**config.mk**
```make
export PLATFORM = sky130hd
export DESIGN_NAME = pdm_duty_ctrl
export DESIGN_NICKNAME = d
export VERILOG_FILES = /design/src/rtl/pdm_duty_ctrl.sv
export SDC_FILE = /design/constraint.sdc
export NUM_CORES = 1
export LEC_CHECK = 0
export ABC_AREA = 1
export CORE_ASPECT_RATIO = 2
export CORE_MARGIN = 2
export CORE_UTILIZATION = 45
export CTS_CLUSTER_SIZE = 14
export DETAILED_ROUTE_END_ITERATION = 8
export PLACE_DENSITY = 0.62
export SYNTH_ARGS = -nofsm -noshare
export SYNTH_HDL_FRONTEND = slang
export SYNTH_SLANG_ARGS = --single-unit
```
**constraint.sdc**
```tcl
create_clock -name clk -period 5.2 [get_ports clk]
set_input_delay 1.56 -clock clk [delete_from_list [all_inputs] [get_ports clk]]
set_output_delay 1.56 -clock clk [all_outputs]
set_load 0.02 [all_outputs]
```
**src/rtl/pdm_duty_ctrl.sv**
```systemverilog
// pdm_duty_ctrl: sequencer that owns the PDM modulator duty word.
// Buffers samples, slew-limits changes, and handles soft-start, mute and shutdown.
module pdm_duty_ctrl #(
  parameter int          DIV  = 1024,
  parameter logic [15:0] STEP = 16'h0100,
  parameter logic [15:0] MID  = 16'h8000
) (
  input  logic        clk,
  input  logic        rst_n,
  input  logic        en,
  input  logic        mute,
  input  logic [15:0] smpl,
  input  logic        smpl_vld,
  output logic        smpl_rdy,
  output logic [15:0] duty,
  output logic        upd_tick,
  output logic        underrun,
  output logic [1:0]  state
);

  typedef enum logic [1:0] {
    OFF  = 2'b00,
    SOFT = 2'b01,
    RUN  = 2'b10,
    STOP = 2'b11
  } state_t;

  localparam logic [15:0] CMAX = 16'(DIV - 1);

  state_t      st_q;
  logic [15:0] pre_q;
  logic [15:0] duty_q;
  logic [15:0] tgt_q;
  logic [15:0] buf_q [2];
  logic        wp_q;
  logic        rp_q;
  logic [1:0]  fcnt_q;

  logic        tick;
  logic        stop_req;
  logic        push;
  logic        pop;
  logic        flush;
  logic [15:0] head;
  logic [15:0] aim;
  logic [15:0] nd;

  // Move d toward t by at most STEP, never overshooting or wrapping.
  function automatic logic [15:0] step_fn(
    input logic [15:0] d,
    input logic [15:0] t
  );
    logic [16:0] s;
    step_fn = d;
    if (t > d) begin
      s = {1'b0, d} + {1'b0, STEP};
      step_fn = (s > {1'b0, t}) ? t : s[15:0];
    end else if (t < d) begin
      s = {1'b0, d} - {1'b0, STEP};
      step_fn = (s[16] || (s[15:0] < t)) ? t : s[15:0];
    end
  endfunction

  assign tick     = (st_q != OFF) && (pre_q == CMAX);
  assign stop_req = !en || mute;
  assign smpl_rdy = (st_q == RUN) && (fcnt_q < 2'd2);
  assign push     = smpl_vld && smpl_rdy;
  assign pop      = (st_q == RUN) && tick && (fcnt_q != 2'd0);
  assign flush    = (st_q == RUN) && stop_req;
  assign head     = buf_q[rp_q];
  assign underrun = (st_q == RUN) && tick && (fcnt_q == 2'd0);
  assign upd_tick = tick;
  assign duty     = duty_q;
  assign state    = st_q;

  // Ramp target for the current state and the stepped duty it yields.
  always_comb begin
    aim = duty_q;
    unique case (st_q)
      SOFT:    aim = MID;
      RUN:     aim = (fcnt_q != 2'd0) ? head : tgt_q;
      STOP:    aim = 16'h0000;
      default: aim = duty_q;
    endcase
    nd = step_fn(duty_q, aim);
  end

  // Update prescaler: free-running while active, parked at 0 in OFF.
  always_ff @(posedge clk or negedge rst_n) begin
    if (!rst_n) begin
      pre_q <= '0;
    end else if (st_q == OFF || tick) begin
      pre_q <= '0;
    end else begin
      pre_q <= pre_q + 16'd1;
    end
  end

  // Two-entry sample FIFO; emptied whenever RUN is left.
  always_ff @(posedge clk or negedge rst_n) begin
    if (!rst_n) begin
      buf_q[0] <= '0;
      buf_q[1] <= '0;
      wp_q     <= 1'b0;
      rp_q     <= 1'b0;
      fcnt_q   <= '0;
    end else if (flush) begin
      wp_q   <= 1'b0;
      rp_q   <= 1'b0;
      fcnt_q <= '0;
    end else begin
      if (push) begin
        buf_q[wp_q] <= smpl;
        wp_q        <= ~wp_q;
      end
      if (pop) begin
        rp_q <= ~rp_q;
      end
      if (push && !pop) begin
        fcnt_q <= fcnt_q + 2'd1;
      end else if (pop && !push) begin
        fcnt_q <= fcnt_q - 2'd1;
      end
    end
  end

  // Sequencer: state, duty and held target, stepping on each tick.
  always_ff @(posedge clk or negedge rst_n) begin
    if (!rst_n) begin
      st_q   <= OFF;
      duty_q <= '0;
      tgt_q  <= MID;
    end else begin
      unique case (st_q)
        OFF: begin
          duty_q <= '0;
          if (en && !mute) st_q <= SOFT;
        end
        SOFT: begin
          if (tick) duty_q <= nd;
          if (stop_req) begin
            st_q <= STOP;
          end else if (tick && nd == MID) begin
            st_q  <= RUN;
            tgt_q <= MID;
          end
        end
        RUN: begin
          if (tick) duty_q <= nd;
          if (pop) tgt_q <= head;
          if (stop_req) st_q <= STOP;
        end
        STOP: begin
          if (tick) begin
            duty_q <= nd;
            if (duty_q == 16'h0000) begin
              if (!en) st_q <= OFF;
              else if (!mute) st_q <= SOFT;
            end
          end
        end
        default: st_q <= OFF;
      endcase
    end
  end

endmodule
```
==> flow_summary.toml <==
[placement]
placed_area_mm2 = 0.006940
gp_congestion = 1.075
portBuffers = 41
hpwl_um = 13880
place_ws_ps = 270.7

[synth]
synthFlopType = "dfrtp_1"
synth_seq_cells = 86
netlist_area_mm2 = 0.006223
synth_nets = 928
synth_top_cell_by_area = "dfrtp_1"
yosys-top-cells-area = "dfrtp_1 (34%), nand2_1 (13%), ha_1 (9.2%), nand3_1 (6.4%), inv_1 (6.3%)"
ys_warn_count = 0
yosysSeqAreaShare = 0.3460
ys_types = 42
synth_area_per_cell_um2 = 7.228
yosysTopAreaCellShare = 0.3418
async_flop_share = 1.000
synth_cells = 861
synth_edf_count = 0

[sta]
hold_violations = 0
min_period_ps = 4765
worst_slew_pin_slew_ps = 956.6
setup_ws_ps = 434.6
rsz0062_at_grt = "false"
fin_tns_setup_ps = 0
max_freq_mhz = 209.8
finClkSkew_ps = 6.539
relSlewSlack = 0.3607
drv_slew = 0
setup_violations = 0
min_period_over_period = 0.9164

[power]
total_power_mw = 5.249
swShare = 0.4945
power_frac_clock = 0.133
power.share.sequential = 0.181
irDropWorstVdd_v = 0.0004693
switchingPower_mw = 2.596
p_int_mw = 2.653
powerDensity_mw_per_mm2 = 720.7
pwr-share-comb = 0.686
power.leakage_nw = 3.662

[critical_path]
r2r-end = "tgt_q[0]"
crit_arrival_ps = 3210
required_ps = 3640
crit_chain = "ha_1 > nand2_1 > nor2_1 > inv_1 > nor2_1 > nand2_1 > nor3_1 > inv_1 > nor3_1 > inv_1 > nor3_1 > nand2_1 > nor3_1 > clkdlybuf4s50_1"
worst-path-max-fanout = 10
r2r_start = "state[0]"
rrSetupSlack_ps = 550
cp.buffers_inverters = 4
reg2regPathDepth = 33
setup.worst_path.class = "reg -> out"
slowest_delay_ps = 660
cp_slowest_cell = "clkdlybuf4s50_1"
end_kind = "primary output"
crit_top_cell = "nor3_1"
cp_top_family = "simple AND/OR/NAND/NOR gates"
critPathLaunchType = "register"

[final_layout]
layout.nets = 982
diodes = 0
drive_gt1_frac = 0.08804
area.growth.synth_to_final_pct = 17.03
final_cell_area_mm2 = 0.007283

[flow_run]
maxCapViolCount = 0

[worst_hold_path]
min_path_cells = 1
hold_end = "pre_q[0]"
min_from = "pre_q[0]"
min_path_type = "reg -> reg"

[global_routing]
overflow = 0
antenna_found_initial = 0
grt_pass1_vias = 5769
grt_max_degree = 57
grt_pass1_wl_um = 28720
track_usage = 0.2489

[cts]
tritoncts = "built"
clkSinkCount = 86
cts_inserted_buffers = 9
cts_buffer_depth = 2
insertion_delay_ps = 340
postCtsHoldBufs = 0
htreeDepth = 3
post_cts_resized = 0
clkSlewWorstSetupHoldPaths_ps = 60
cts_setup_buffers = 0
cts_root_buf = "clkbuf_16"

[routing]
viasPerCell = 5.507
drc = 0
wl_met2_um = 9471
route.detailed.wl_per_inst_um = 16.37
drt-met1-wl_um = 6443
drt_first_iter_violations = 299
top_layer = "met4"
wl_met3_um = 648
drt_pass1_iterations = 5
vias = 5920
antenna_left = 0
wl_um = 17600

[die]
coreArea_mm2 = 0.01351
initial_core_util = 0.4606
dieArea_mm2 = 0.01484
die_width_um = 87.16
ios = 42
fp-row-count = 60
fp.dieH_um = 170.3

[run_status]
status = "finished clean"
## power by group through the flow
stage	Combinational (mW)	Clock, mW	Sequential, mW
2_1_floorplan	2.20	0	0.947
6_report	3.60	0.697	0.952
4_1_cts	3.55	0.711	0.951
5_1_grt	3.96	0.738	0.972
3_3_place_gp	3.51	0	0.957
3_5_place_dp	3.53	0	0.962
## synthesized netlist by cell type (all sizes together), types with 13 or more instances
master / instances
nand2: 229
mux2i: 14
nand3: 80
a21oi: 29
buf: 14
o211ai: 13
clkbuf: 15
o21ai: 64
dfrtp: 85
inv: 112
nor2: 70
ha: 46
nor3: 22
## worst reg2reg max path: cells and delay by family, from the launching register on
kind            cells  cell delay, ps
compound gates      3             540
buf+inv             4             540
flops               1             430
fa+ha+maj           2             590
simple gates       24            2450
## worst max path at each step
stage	from	end	depth (start not counted)
global route	state[0]	tgt_q[0]	27
CTS	state[0]	tgt_q[0]	27
global placement	state[0]	tgt_q[14]	27
detailed placement	state[0]	tgt_q[0]	27
finish	pre_q[0]	underrun	14
floorplan	state[0]	tgt_q[10]	29
## flip-flops by register name (all words and copies together), names as in the netlist
signal  flops
pre_q      16
buf_q      32
state       2
duty       16
wp_q        1
fcnt_q      2
rp_q        1
tgt_q      16
## layout make-up
class / instances / area (um2)
Clock buffer: 11 / 242.7
Timing Repair Buffer: 72 / 678.2
Multi-Input combinational cell: 630 / 3493
Clock inverter: 5 / 82.58
Inverter: 116 / 439.2
Sequential cell: 86 / 2153
Fill cell: 1337 / 6230
Tap cell: 155 / 193.9
## routing by layer
metal  vias up  GRT usage
met5         -          0
met4         0     0.1525
met3        70    0.02231
met2       208     0.4474
met1      2712     0.2742
li1       2930          -
## through the flow
step                      hold slack, ps  cells  utilization
after detailed placement           453.7   1059       0.5136
final                              459.3   1075       0.5390
after global placement             447.6   1059       0.5136
after global routing               484.1   1075       0.5390
after floorplan                    432.9    861            -
after CTS                          462.3   1075       0.5377
## cell usage in the layout, fill, tap and decap left out, types with 9 or more instances in the layout
cell type and n:
a21oi_1 26, buf_4 29, clkbuf_16 9, clkdlybuf4s50_1 40
dfrtp_1 85, ha_1 45, inv_1 104, mux2i_1 14
nand2_1 216, nand3_1 79, nor2_1 68, nor3_1 20
o211ai_1 13, o21a_1 12, o21ai_0 49, o21ai_1 15
o22ai_1 10, xor2_1 12
## cell families after synthesis
family / share of synthesized area
compound gates: 0.1287
xor+xnor: 0.01830
fa+ha+maj: 0.09248
buf+inv: 0.09489
flops: 0.3460
mux: 0.02252
simple gates: 0.2971
(Power assumes the default switching activity.)
